**config.mk**
```make
export PLATFORM = sky130hd
export DESIGN_NAME = datapath_unit
export DESIGN_NICKNAME = d
export VERILOG_FILES = /design/src/rtl/cpu_pkg.sv /design/src/rtl/data_mem.sv /design/src/rtl/datapath_unit.sv
export SDC_FILE = /design/constraint.sdc
export NUM_CORES = 1
export LEC_CHECK = 0
export ABC_AREA = 0
export BUFFER_PORTS_ARGS = -buffer_cell sky130_fd_sc_hd__buf_2
export CORE_AREA = 2 2 264 136
export CTS_CLUSTER_SIZE = 10
export DETAILED_ROUTE_END_ITERATION = 12
export DIE_AREA = 0 0 266 138
export GPL_TIMING_DRIVEN = 1
export SKIP_CTS_REPAIR_TIMING = 1
export SYNTH_ARGS = -nofsm -noshare
export SYNTH_HDL_FRONTEND = slang
export SYNTH_SLANG_ARGS = --single-unit
export TNS_END_PERCENT = 50
```
**constraint.sdc**
```tcl
create_clock -name clk -period 3.85 [get_ports clk]
set_input_delay 0.77 -clock clk [delete_from_list [all_inputs] [get_ports clk]]
set_output_delay 0.77 -clock clk [all_outputs]
set_load 0.01 [all_outputs]
```
**src/rtl/cpu_pkg.sv**
```systemverilog
// Shared definitions for the Prac6 CPU: datapath widths, ALU opcodes and the
// instruction-class codes the control unit also decodes.
package cpu_pkg;

  localparam int DEF_DATA_WIDTH = 8;
  localparam int DEF_ADDR_BITS  = 5;

  localparam logic [3:0] OP_ADD   = 4'b0000;
  localparam logic [3:0] OP_SUB   = 4'b0001;
  localparam logic [3:0] OP_AND   = 4'b0010;
  localparam logic [3:0] OP_OR    = 4'b0011;
  localparam logic [3:0] OP_XOR   = 4'b0100;
  localparam logic [3:0] OP_NOT   = 4'b0101;
  localparam logic [3:0] OP_SHL   = 4'b0110;
  localparam logic [3:0] OP_SHR   = 4'b0111;
  localparam logic [3:0] OP_PASSB = 4'b1000;
  localparam logic [3:0] OP_NOP   = 4'b1111;

  typedef enum logic [1:0] {
    IC_NONE  = 2'b00,
    IC_STD   = 2'b01,
    IC_LOAD  = 2'b10,
    IC_STORE = 2'b11
  } instr_class_e;

endpackage

```
**src/rtl/data_mem.sv**
```systemverilog
// Data memory: synchronous write, registered read-first output, and an
// asynchronous active-low clear of every word and the read register.
module data_mem #(
  parameter int DATA_WIDTH = 8,
  parameter int ADDR_BITS  = 5
) (
  input  logic                  clk,
  input  logic                  rst_n,
  input  logic                  we,
  input  logic [ADDR_BITS-1:0]  addr,
  input  logic [DATA_WIDTH-1:0] wdata,
  output logic [DATA_WIDTH-1:0] rdata
);

  localparam int DEPTH = 2 ** ADDR_BITS;

  logic [DATA_WIDTH-1:0] mem [DEPTH];

  // The read samples the array before this edge's write lands, so a
  // same-address read/write returns the old word.
  always_ff @(posedge clk or negedge rst_n) begin
    if (!rst_n) begin
      for (int i = 0; i < DEPTH; i++) begin
        mem[i] <= '0;
      end
      rdata <= '0;
    end else begin
      if (we) begin
        mem[addr] <= wdata;
      end
      rdata <= mem[addr];
    end
  end

endmodule

```
**src/rtl/datapath_unit.sv**
```systemverilog
// Executing end of the control-unit interface: registered ALU, data memory
// addressed by the ALU register, and the result2 select mux.
module datapath_unit
  import cpu_pkg::*;
#(
  parameter int DATA_WIDTH = DEF_DATA_WIDTH,
  parameter int ADDR_BITS  = DEF_ADDR_BITS
) (
  input  logic                  clk,
  input  logic                  rst,
  input  logic [DATA_WIDTH-1:0] operand1,
  input  logic [DATA_WIDTH-1:0] operand2,
  input  logic [DATA_WIDTH-1:0] offset,
  input  logic [3:0]            opcode,
  input  logic                  sel1,
  input  logic                  sel3,
  input  logic                  w_r,
  output logic [DATA_WIDTH-1:0] result2,
  output logic                  zero,
  output logic                  carry
);

  // No valid/ready: every input is sampled on every rising edge and the
  // control unit's FSM sequences addresses, writes and result capture.

  logic [DATA_WIDTH-1:0] alu_q, alu_d, mem_q;
  logic [DATA_WIDTH-1:0] a, b;
  logic [DATA_WIDTH:0]   sum;
  logic [3:0]            op;
  logic                  zero_d, carry_d;

  always_comb begin
    a       = operand1;
    b       = sel3 ? offset : operand2;
    op      = sel3 ? OP_ADD : opcode;
    sum     = '0;
    alu_d   = '0;
    carry_d = 1'b0;
    zero_d  = zero;
    case (op)
      OP_ADD: begin
        sum     = {1'b0, a} + {1'b0, b};
        alu_d   = sum[DATA_WIDTH-1:0];
        carry_d = sum[DATA_WIDTH];
      end
      OP_SUB: begin
        alu_d   = a - b;
        carry_d = (a < b);
      end
      OP_AND:   alu_d = a & b;
      OP_OR:    alu_d = a | b;
      OP_XOR:   alu_d = a ^ b;
      OP_NOT:   alu_d = ~a;
      OP_SHL:   alu_d = {a[DATA_WIDTH-2:0], 1'b0};
      OP_SHR:   alu_d = {1'b0, a[DATA_WIDTH-1:1]};
      OP_PASSB: alu_d = b;
      OP_NOP: begin
        alu_d   = alu_q;
        carry_d = carry;
      end
      default:  alu_d = '0;
    endcase
    if (op != OP_NOP) begin
      zero_d = (alu_d == '0);
    end
  end

  always_ff @(posedge clk or negedge rst) begin
    if (!rst) begin
      alu_q <= '0;
      zero  <= 1'b0;
      carry <= 1'b0;
    end else begin
      alu_q <= alu_d;
      zero  <= zero_d;
      carry <= carry_d;
    end
  end

  // Upper ALU bits are ignored for addressing, so addresses wrap.
  data_mem #(
    .DATA_WIDTH (DATA_WIDTH),
    .ADDR_BITS  (ADDR_BITS)
  ) u_data_mem (
    .clk   (clk),
    .rst_n (rst),
    .we    (w_r),
    .addr  (alu_q[ADDR_BITS-1:0]),
    .wdata (operand2),
    .rdata (mem_q)
  );

  assign result2 = sel1 ? alu_q : mem_q;

endmodule

```
# ---- Yosys cells after proc, flatten, opt, wreduce, memory -nomap -nowiden
# Index checks and enable logic that the tools add are counted.
dict set report word_totals {
  regBits 274
  input_bits 33
  out_inout_bits 10
  wordCells 70
  latch_bits 0
  n_memories 0
  romBits 0
  ram_bits 0
}
dict set report op_classes {
  n_addsub 2
  n_lt_le_gt_ge 3
  mux 11
  n_mul 0
  n_bitwise 5
  shift 0
  eq_ne 10
  reduce_logical 3
  div 0
}
# cell count
set op_table {}
lappend op_table {{256-bit bitwise mux} 1}
lappend op_table {{8-bit case mux with 10 select lines} 1}
lappend op_table {{8-bit binary-select mux with 5-bit select} 1}
lappend op_table {{8-bit demux with 5-bit select} 1}
lappend op_table {{8-bit two-way mux} 5}
lappend op_table {{4-bit by 3-bit == test with 1-bit output, second input constant} 4}
lappend op_table {{8-bit by 8-bit adder with 9-bit output} 1}
lappend op_table {{8-bit AND} 1}
lappend op_table {{4-bit by 2-bit == test with 1-bit output, second input constant} 2}
lappend op_table {{4-bit == test, second input constant} 2}
lappend op_table {{8-bit logical NOT} 1}
lappend op_table {{8-bit less-than comparator} 1}
lappend op_table {{8-bit inverter} 1}
lappend op_table {{8-bit OR} 1}
lappend op_table {{8-bit subtractor} 1}
lappend op_table {{8-bit XOR} 1}
lappend op_table {{6-bit >= comparator, second input constant} 1}
lappend op_table {{6-bit by 1-bit less-than comparator with 1-bit output, second input constant} 1}
lappend op_table {{5-bit inverter with 6-bit output} 1}
lappend op_table {{4-bit by 1-bit == test with 1-bit output, second input constant} 1}
lappend op_table {{4-bit logical NOT} 1}
lappend op_table {{4-bit two-way mux} 1}
lappend op_table {{4-bit inequality test, second input constant} 1}
lappend op_table {{1-bit case mux with 3 select lines} 1}
lappend op_table {{1-bit logical AND} 1}

# ---- Depth between registers and ports, before layout
# Gate-level depths: netlist (run 1).
dict set report depth {
  depth_word 6
  depth_mapped 12
  ltp_nobuf 11
}

# ---- By module
# Synthesis (run 1) repeated with hierarchy kept, for this count alone.
dict set report hier_totals {
  hier_cells 1086
  hier_area_um2 13947.1
}
# module cells_per_inst seq_area_each_um2 area_per_inst_um2 instances
set modules_own_cells {}
lappend modules_own_cells {data_mem 864 6606.3 12132.9 1}
lappend modules_own_cells {datapath_unit 222 250.2 1814.2 1}

# ---- Worst setup path before layout (run 1)
# No wires, ideal clock.
dict set report synth_timing {
  kind {input to register}
  from {in sel3}
  to {reg zero}
  n_path_buf 2
  arrival_ps 3619
  required_time_ps 3784
  setup_time_ps 66
  path_slack_ps 164
  cell_stages 11
  cell_sequence {buf_4 clkbuf_1 mux2i_1 fa_1 and3b_1 o2111ai_1 o2111ai_1 or4_4 or4_4 nor4_2 a22o_1}
}
dict set report synth_via {
  elab_chain_len 4
  word_cells_on_any_way 20
  classes_between {add/sub (2); eq/ne (10); mux (3); bitwise (3); reduce/logical (2)}
}
# item line
set synth_rtl {}
lappend synth_rtl {{start: declaration} datapath_unit.sv:16} ;# input logic sel3,
lappend synth_rtl {{8-bit two-way mux / 4-bit two-way mux (equally long branches)} {datapath_unit.sv:34, datapath_unit.sv:35}}
lappend synth_rtl {{8-bit subtractor, or another cell as far along} datapath_unit.sv:47} ;# alu_d = a - b;
lappend synth_rtl {{8-bit case mux with 10 select lines *} datapath_unit.sv:40} ;# case (op)
lappend synth_rtl {{via alu_d[2]} datapath_unit.sv:26} ;# logic [DATA_WIDTH-1:0] alu_q, alu_d, mem_q;
lappend synth_rtl {{8-bit logical NOT *} datapath_unit.sv:64} ;# zero_d = (alu_d == '0);
lappend synth_rtl {{end signal: assignment} datapath_unit.sv:75} ;# zero <= zero_d;
lappend synth_rtl {{end: declaration} datapath_unit.sv:19} ;# output logic zero,
# The timed path passes the listed nets; every way through them passes the cells marked *.
# A chain may end at the register's enable or synchronous reset.

# ---- Worst setup path after layout (run 1)
# Same ends and word-level chain as after synthesis.

==> results of run 1 <==
[cells in the mapped netlist, types with 5 or more instances]
master | n | share of area (%)
nand3b_1 | 5 | 0.28
o21ai_0 | 7 | 0.26
nand3_1 | 20 | 0.73
buf_1 | 7 | 0.19
a21oi_1 | 12 | 0.44
nor3b_1 | 5 | 0.28
mux2_2 | 266 | 22
a221oi_1 | 10 | 0.64
inv_1 | 39 | 1.1
a22oi_1 | 21 | 1.2
ha_1 | 28 | 2.6
clkbuf_1 | 51 | 1.4
nor3_1 | 6 | 0.22
dfrtp_1 | 274 | 50
mux2i_1 | 6 | 0.44
nand2_1 | 19 | 0.52
o22ai_1 | 9 | 0.41
nor2_1 | 37 | 1.0
mux4_2 | 64 | 11
nor2b_1 | 5 | 0.23
and2_1 | 7 | 0.32
[registers in the layout, indices dropped and copies added, names as in the netlist]
| name | count |
|---|---|
| u_data_mem.mem | 256 |
| u_data_mem.rdata | 8 |
| zero | 1 |
| alu_q | 8 |
| carry | 1 |
[cell families (layout without fill, tap and decap cells)]
| kind of cell | after synthesis | after routing | share of synthesized area (%) |
|---|---|---|---|
| AO/OA/AOI/OAI | 98 | 98 | 5.43 |
| XOR/XNOR | 5 | 5 | 0.322 |
| adder cells (fa/ha/maj) | 30 | 30 | 2.87 |
| buffers and inverters | 104 | 173 | 3.09 |
| flip-flops | 274 | 274 | 50.3 |
| multiplexers | 336 | 336 | 33.0 |
| AND/OR/NAND/NOR | 129 | 129 | 4.95 |
[power by group]
group / internal, W / total [W] / switching [W]
clock network: 0.00142 / 0.00256 / 0.00114
registers: 0.00407 / 0.00474 / 0.000673
logic: 0.00166 / 0.00285 / 0.00118
[metrics by stage]
stage	cells	area, sq um	util (%)
floorplan	976	13600	-
global placement	1469	14600	42.0
detailed placement	1469	14600	42.0
CTS	1504	15400	44.3
global route	1504	15400	44.3
finish	1504	15400	44.3
[area by class of cell]
type                       instances  area [sq um]  share of cell area (%)
clock buffer                      33           783                    5.08
clock inverter                     2          28.8                   0.187
inverter                          39           146                   0.949
multi-input combinational        598          6340                    41.1
sequential                       274          6860                    44.5
tap                              459           574                    3.72
timing repair buffer              99           686                    4.44
[critical path, delay by kind of cell]
kind	cells	cell delay [ns]
AO/OA/AOI/OAI	7	2.04
adder cells (fa/ha/maj)	1	0.23
buffers and inverters	4	0.69
multiplexers	1	0.38
[worst max path at each step]
stage	end	slack, ns	cells past startpoint
after floorplan	zero	0.16	11
after global placement	zero	-0.12	12
after detailed placement	zero	-0.14	12
after CTS	zero	0.46	13
after global routing	zero	0.20	12
final	zero	0.24	13
[layer usage]
layer  wire, um  share of wire, %  vias up
met3       3130               8.5       53
met2      14200                39      305
met4        656               1.8        0
li1           -                 -     3760
met1      18900                51     4615
met5          0                 0        -
==> metrics.csv, run 1 <==
stage;metric;value;unit
power_and_ir_drop;Leak Pwr;6.92;nW
clock_tree;clock buffer depth;3;
drt;final WL;36900;um
timing;Final Hold Fails;0;
grt;busiest layer in global routing;met1;
drt;DRT antenna net count;0;
synthesis;sequential fraction of the synthesis area;50.3;%
synthesis;Post-synth EDFFs;0;
place;routability cong.;0.933;
die;I/O pins;43;
hold_path;Hold WC Path Type;primary input to async pin;
clock_tree;CTS tree;done;
cells_and_area;number of fillers in the final layout;3125;
setup_path;worst endpoint required time;4.36;ns
timing;Max Clk Rate;277;MHz
place;Port Buffers;42;
die;Die Area;0.0367;sq mm
setup_path;WP data arrival;4.12;ns
timing;clk_skew;0.0171;ns
synthesis;Synth cell types;58;
clock_tree;clock latency at the later pin of the worst-skew pair;0.58;ns
clock_tree;Root Driver;clkbuf_16;
timing;RSZ-0062 raised after global routing;false;
cells_and_area;Area Growth Syn to Fin;13.3;%
cells_and_area;antenna cells;0;
setup_path;Worst R2R End;u_data_mem.rdata[3];
place;Detailed Place HPWL;25400;um
synthesis;register bit count reported by yosys;274;
setup_path;crit path max-delay cell type;a2111oi_0;
setup_path;r2r setup slk;1.11;ns
synthesis;syn nets;1039;
grt;total track usage;20.6;%
grt;largest net degree at the start of global routing;105;
outcome;status;finished clean;
grt;first-pass GRT wire length;57200;um
grt;M1 GR Usage;33.7;%
synthesis;Cells after Synth;976;
timing;final worst-path cycle share;93.9;%
grt;met3 usage;6.54;%
cells_and_area;commonest non-fill, non-tap cell in the layout;dfrtp_1;
setup_path;critical path class;primary input to register;
die;starting density of the core;39.1;%
power_and_ir_drop;Worst VDD drop;0.355;mV
setup_path;Largest stage delay, worst path;0.64;ns
cells_and_area;layout cells sized above 1;45.1;%
grt;vias in the first global route;8832;
run;max-cap viol count;0;
drt;Via-to-Cell Ratio;5.81;
setup_path;critical path cell sequence;buf_2, buf_4, mux2i_1, inv_1, ha_1, a211oi_1, a21oi_1, o41ai_1, o221ai_1, a21o_1, a2111oi_0, buf_4, a22o_1;
timing;setup violators final;0;
die;Core ar.;0.0348;sq mm
drt;wire length per cell;24.5;um
setup_path;CP max FO;15;
timing;final setup TNS;0;ns
power_and_ir_drop;Tot Pwr;0.0102;W
synthesis;commonest register cell after synthesis;dfrtp_1;
timing;post-layout min period;3.61;ns
timing;fin. max-slew vios;0;
synthesis;syn_area_per_cell;14.0;sq um
timing;Slew @ Worst Pin;1.05;ns
timing;Slew headroom;29.8;%
cells_and_area;most frequent cells in the layout;dfrtp_1, mux2_2, mux4_2;
cells_and_area;Nets;1106;
synthesis;synthesized area;0.0136;sq mm
setup_path;most used cell, CP;buf_4;
clock_tree;TritonCTS Buffers;31;
grt;initial antenna violation count;0;
place;pre-CTS WS;-0.137;ns
setup_path;Worst setup EP type;register;
synthesis;Synthesis Warnings;0;
clock_tree;clock transition at the registers of the reported paths;0.06;ns
drt;DRC Markers;0;
setup_path;crit start category;primary input;
clock_tree;CTS Sinks;274;
setup_path;Reg-to-Reg Start;alu_q[0];
die;Die H;138;um
die;Die Width;266;um
drt;vias post-DR;8733;
power_and_ir_drop;pwr/cell area;658;mW/mm^2
grt;met2 usage;25.9;%
clock_tree;H-tree depth;1;
timing;Hold WS;0.201;ns
drt;drt initial violations;654;
setup_path;reg2reg path depth;4;
drt;first-pass detailed-route iteration total;7;
grt;GRT overflow;0;
setup_path;beginning of the critical path;sel3;
synthesis;asr flop ratio synth;100;%
timing;Final Worst Setup Slack;0.236;ns
die;# rows;49;
(Power assumes the default switching activity.)
==> run 2: changes to the inputs <==
--- a/config.mk
+++ b/config.mk
@@ -12,7 +12,6 @@
 export DETAILED_ROUTE_END_ITERATION = 12
 export DIE_AREA = 0 0 266 138
 export GPL_TIMING_DRIVEN = 1
-export SKIP_CTS_REPAIR_TIMING = 1
 export SYNTH_ARGS = -nofsm -noshare
 export SYNTH_HDL_FRONTEND = slang
 export SYNTH_SLANG_ARGS = --single-unit
==> constraint.sdc (replaced) <==
create_clock -name clk -period 3.9 [get_ports clk]
set_input_delay 0.78 -clock clk [delete_from_list [all_inputs] [get_ports clk]]
set_output_delay 0.78 -clock clk [all_outputs]
set_load 0.01 [all_outputs]
==> run 2 against run 1 <==
  * Clock power fell by 3%
  * Worst hold slack improved by 0.025 ns
  * Non-clock buffer count fell by 11
  * Final area fell by 0.56%
  * Cell count fell by 0.80%
  * Clock skew fell by 0.0049 ns
  * Combinational power fell by 1%
  * Sequential cell count did not move
  * Core utilization fell by 0.25 points
  * Critical endpoint unchanged
  * Largest cell class unchanged
  * Largest power group unchanged
  * Highest routed layer unchanged
==> metrics.csv, run 2 (synthesized netlist as in run 1, its figures left out) <==
stage;metric;value;unit
clock_tree;Root Driver;clkbuf_16;
hold_path;Hold WC Path Type;primary input to async pin;
setup_path;crit start category;primary input;
setup_path;crit path to;zero;
cells_and_area;Final Instance Area;0.0153;sq mm
timing;Slew headroom;28.5;%
clock_tree;clock buffer depth;3;
setup_path;reg2reg path depth;5;
setup_path;Worst setup EP type;register;
power_and_ir_drop;pwr/cell area;649;mW/mm^2
timing;fin. max-slew vios;0;
place;Port Buffers;42;
die;Die Area;0.0367;sq mm
drt;vias post-DR;8586;
timing;Final Hold Fails;0;
drt;drt initial violations;866;
outcome;status;finished clean;
cells_and_area;max FFs per register;256;
clock_tree;clock latency at the later pin of the worst-skew pair;0.56;ns
clock_tree;Post-CTS Setup Bufs;0;
run;max-cap viol count;0;
cells_and_area;Nets;1095;
die;Die H;138;um
power_and_ir_drop;Leak Pwr;6.86;nW
grt;vias in the first global route;8705;
drt;first-pass detailed-route iteration total;5;
cells_and_area;post-layout util;44.1;%
cells_and_area;most frequent cells in the layout;dfrtp_1, mux2_2, mux4_2;
setup_path;CP max FO;15;
clock_tree;H-tree depth;1;
timing;setup violators final;0;
cells_and_area;Area Growth Syn to Fin;12.6;%
setup_path;Reg-to-Reg Start;alu_q[0];
clock_tree;Hold Buf Count CTS;0;
place;routability cong.;0.950;
die;Die Width;266;um
setup_path;worst endpoint required time;4.40;ns
timing;final setup TNS;0;ns
timing;post-layout min period;3.46;ns
drt;final WL;36600;um
grt;total track usage;20.3;%
place;cell count after placement;1458;
place;Detailed Place HPWL;24900;um
timing;Max Clk Rate;289;MHz
setup_path;WP data arrival;3.96;ns
drt;wire length per cell;24.5;um
clock_tree;CTS Sinks;274;
die;I/O pins;43;
cells_and_area;Top Registers;u_data_mem.mem x256, alu_q x8, u_data_mem.rdata x8;
setup_path;r2r setup slk;1.08;ns
grt;first-pass GRT wire length;56500;um
die;# rows;49;
grt;initial antenna violation count;1;
power_and_ir_drop;Worst VDD drop;0.408;mV
cells_and_area;commonest non-fill, non-tap cell in the layout;dfrtp_1;
clock_tree;CTS tree;done;
setup_path;Worst R2R End;u_data_mem.rdata[5];
die;starting density of the core;39.1;%
setup_path;beginning of the critical path;sel3;
timing;clk_skew;0.0122;ns
power_and_ir_drop;Tot Pwr;0.00996;W
timing;Slew @ Worst Pin;1.06;ns
place;Area after DPL;0.0145;sq mm
cells_and_area;antenna cells;0;
clock_tree;clock transition at the registers of the reported paths;0.06;ns
drt;DRC Markers;0;
die;Core ar.;0.0348;sq mm
timing;final worst-path cycle share;88.8;%
cells_and_area;non-filler instance count after layout;1492;
cells_and_area;number of fillers in the final layout;3181;
grt;GRT overflow;0;
clock_tree;TritonCTS Buffers;31;
drt;DRT antenna net count;0;
clock_tree;post_cts resized;0;
cells_and_area;Biggest register;u_data_mem.mem;
grt;largest net degree at the start of global routing;88;
setup_path;critical path class;primary input to register;
timing;RSZ-0062 raised after global routing;false;
cells_and_area;layout cells sized above 1;44.5;%
drt;Via-to-Cell Ratio;5.75;
==> run 2: cell types whose count changed in the layout (fill, tap and decap cells not counted), sizes merged <==
cell,delta
buf,-11
clkbuf,-1
clkinvlp,+1
clkinv,-1
==> run 2: cell type report <==
cell class                 instances  area [sq um]  share of cell area (%)
clock inverter                     2          16.3                   0.106
inverter                          39           146                   0.954
sequential                       274          6860                    44.7
clock buffer                      32           779                    5.08
multi-input combinational        598          6340                    41.4
timing repair buffer              88           616                    4.01
tap                              459           574                    3.74
==> run 2: per-stage QoR <==
stage	hold WS (ns)	worst slack, ns
final	0.226	0.436
after global routing	0.284	0.233
after global placement	0.483	-0.00437
after detailed placement	0.488	-0.0648
after floorplan	0.475	0.204
after CTS	0.256	0.507
==> run 2: metal layers <==
| layer | vias up | wire [um] | track usage [%] |
|---|---|---|---|
| li1 | 3737 | - | - |
| met1 | 4569 | 19100 | 33.8 |
| met2 | 238 | 14000 | 25.3 |
| met3 | 42 | 2870 | 6.07 |
| met4 | 0 | 558 | 3.78 |
| met5 | - | 0 | 0 |
==> run 2: worst min-delay path by stage <==
stage / slack [ns] / cells after the start / endpoint / from
4_1_cts: 0.26 / 1 / u_data_mem.mem[123] / rst
6_report: 0.23 / 1 / alu_q[7] / rst
3_5_place_dp: 0.49 / 1 / u_data_mem.mem[126] / u_data_mem.mem[126]
5_1_grt: 0.28 / 1 / u_data_mem.mem[123] / rst
2_1_floorplan: 0.47 / 1 / u_data_mem.mem[152] / u_data_mem.mem[152]
3_3_place_gp: 0.48 / 1 / u_data_mem.mem[179] / u_data_mem.mem[179]
==> run 2: worst max-delay path, stage by stage <==
cell and delay [ns]:
buf_2 0.13, buf_4 0.24, mux2i_1 0.37, ha_1 0.40, a21oi_1 0.33, a21oi_1 0.14
a211oi_1 0.36, xor2_1 0.13, a211o_1 0.32, a2111oi_0 0.54, a22o_1 0.22
==> run 2: where the power goes <==
part / internal (W) / total (W) / switching [W]
registers: 0.00402 / 0.00466 / 0.000639
logic: 0.00164 / 0.00281 / 0.00117
clock network: 0.00139 / 0.00249 / 0.00109
==> run 3: changes to the inputs <==
==> constraint.sdc (replaced) <==
create_clock -name clk -period 4 [get_ports clk]
set_input_delay 0.8 -clock clk [delete_from_list [all_inputs] [get_ports clk]]
set_output_delay 0.8 -clock clk [all_outputs]
set_load 0.01 [all_outputs]
==> run 3 against run 2 <==
  * Combinational power decreased by 2%
  * Final area is 0.38% lower
  * First-iteration DRC count down 26%
  * Clock skew increased by 0.0036 ns
  * Cell count shrank 0.60%
  * Core utilization down 0.17 points
  * Critical path type unchanged
==> metrics.csv, run 3 (synthesized netlist as in run 1, its figures left out) <==
stage;metric;value;unit
outcome;status;finished clean;
setup_path;critical path class;primary input to register;
drt;final WL;36000;um
setup_path;Crit path buffers/inverters;2;
cells_and_area;Final Instance Area;0.0153;sq mm
drt;Via-to-Cell Ratio;5.77;
setup_path;crit path max-delay cell type;or4_4;
cells_and_area;Biggest register;u_data_mem.mem;
setup_path;critical path cell sequence;buf_2, mux2_2, ha_1, inv_1, fa_1, and3b_1, o2111ai_1, o2111ai_1, or4_4, or4_4, nor4_2, a22o_1;
timing;fin. max-slew vios;0;
clock_tree;clock buffer depth;3;
drt;drt initial violations;643;
die;# rows;49;
place;Port Buffers;42;
place;Detailed Place HPWL;24500;um
clock_tree;Root Driver;clkbuf_16;
power_and_ir_drop;P_int;0.00688;W
die;Die Width;266;um
drt;vias post-DR;8563;
clock_tree;TritonCTS Buffers;31;
die;starting density of the core;39.1;%
die;Core ar.;0.0348;sq mm
clock_tree;H-tree depth;1;
timing;Final Hold Fails;0;
timing;Max Clk Rate;307;MHz
cells_and_area;max FFs per register;256;
die;I/O pins;43;
power_and_ir_drop;Worst VDD drop;0.345;mV
drt;first-pass detailed-route iteration total;5;
clock_tree;Post-CTS Setup Bufs;0;
cells_and_area;multi-input logic area;0.00634;sq mm
setup_path;CP top delay family;simple AND/OR/NAND/NOR gates;
clock_tree;clock latency at the later pin of the worst-skew pair;0.58;ns
run;max-cap viol count;0;
timing;clk_skew;0.0157;ns
timing;Slew headroom;24.2;%
drt;DRT antenna net count;0;
timing;post-layout min period;3.25;ns
hold_path;Hold WC Path Type;primary input to async pin;
place;pre-CTS WS;0.194;ns
cells_and_area;commonest non-fill, non-tap cell in the layout;dfrtp_1;
cells_and_area;Nets;1085;
clock_tree;clock transition at the registers of the reported paths;0.06;ns
die;Die H;138;um
power_and_ir_drop;Comb pwr share;28.2;%
place;Area after DPL;0.0145;sq mm
clock_tree;CTS tree;done;
setup_path;Worst setup EP type;register;
timing;Final Worst Setup Slack;0.747;ns
die;Die Area;0.0367;sq mm
timing;final setup TNS;0;ns
cells_and_area;number of fillers in the final layout;3157;
cells_and_area;antenna cells;0;
cells_and_area;Top Registers;u_data_mem.mem x256, alu_q x8, u_data_mem.rdata x8;
power_and_ir_drop;Sw Ratio;29.2;%
cells_and_area;register area;0.00686;sq mm
place;routability cong.;0.948;
clock_tree;CTS Sinks;274;
grt;total track usage;20.1;%
power_and_ir_drop;pwr/cell area;636;mW/mm^2
grt;GRT overflow;0;
grt;first-pass GRT wire length;55700;um
setup_path;worst endpoint required time;4.51;ns
timing;Slew @ Worst Pin;1.13;ns
timing;RSZ-0062 raised after global routing;false;
setup_path;WP data arrival;3.76;ns
power_and_ir_drop;Flop pwr share;46.5;%
grt;vias in the first global route;8587;
drt;wire length per cell;24.3;um
power_and_ir_drop;clock share of power;25.3;%
timing;setup violators final;0;
clock_tree;Hold Buf Count CTS;0;
cells_and_area;Area Growth Syn to Fin;12.2;%
grt;initial antenna violation count;0;
power_and_ir_drop;net switching power;0.00284;W
drt;DRC Markers;0;
setup_path;crit start category;primary input;
power_and_ir_drop;Leak Pwr;6.82;nW
setup_path;Largest stage delay, worst path;0.55;ns
setup_path;CP max FO;4;
clock_tree;post_cts resized;0;
timing;final worst-path cycle share;81.3;%
grt;largest net degree at the start of global routing;98;
cells_and_area;most frequent cells in the layout;dfrtp_1, mux2_2, mux4_2;
cells_and_area;post-layout util;43.9;%
cells_and_area;layout cells sized above 1;43.9;%
## run 3: changes by cell type in the layout (fill, tap and decap cells not counted), sizes merged
cell / previous run / this run
buf: 88 / 78
clkbuf: 32 / 33
clkinv: 0 / 1
clkinvlp: 1 / 0
## run 3: final cells by class
cell class	instances	area share, %
clock buffers	33	5.13
flip-flops and latches	274	44.9
inverters	39	0.958
well taps	459	3.76
clock inverters	2	0.188
repair buffers	78	3.54
multi-input cells	598	41.5
## run 3: path summary, 6_finish.rpt
path	start	endpoint	slack, ns	cells past startpoint
hold / removal	rst	u_data_mem.mem[104]	0.25	1
max in group asynchronous	rst	u_data_mem.mem[118]	2.80	2
setup reg to reg	alu_q[0]	u_data_mem.mem[179]	1.26	3
hold reg to reg	u_data_mem.mem[138]	u_data_mem.mem[138]	0.50	1
setup / recovery	sel3	zero	0.75	12
min in group clk	u_data_mem.mem[138]	u_data_mem.mem[138]	0.50	1
## run 3: stage by stage
| step | hold WS, ns | power, W | instances |
|---|---|---|---|
| after floorplan | 0.475 | 0.00637 | 976 |
| after global placement | 0.483 | 0.00720 | 1448 |
| after detailed placement | 0.489 | 0.00728 | 1448 |
| after CTS | 0.283 | 0.00977 | 1483 |
| after global routing | 0.299 | 0.0102 | 1483 |
| final | 0.251 | 0.00972 | 1483 |
## run 3: power by group through the flow
stage,clock network (W),registers (W),logic (W)
final,0.00246,0.00452,0.00274
after global routing,0.00263,0.00466,0.00294
after CTS,0.00252,0.00451,0.00275
after detailed placement,0,0.00454,0.00274
after global placement,0,0.00452,0.00268
after floorplan,0,0.00430,0.00207
## run 3: routing by layer
layer | vias to the layer above | global-route usage (%) | part of all wire, %
met5 | - | 0 | 0
met4 | 0 | 3.31 | 1.5
met3 | 48 | 5.31 | 8.1
met2 | 279 | 24.8 | 38
met1 | 4526 | 34.2 | 53
li1 | 3710 | - | -
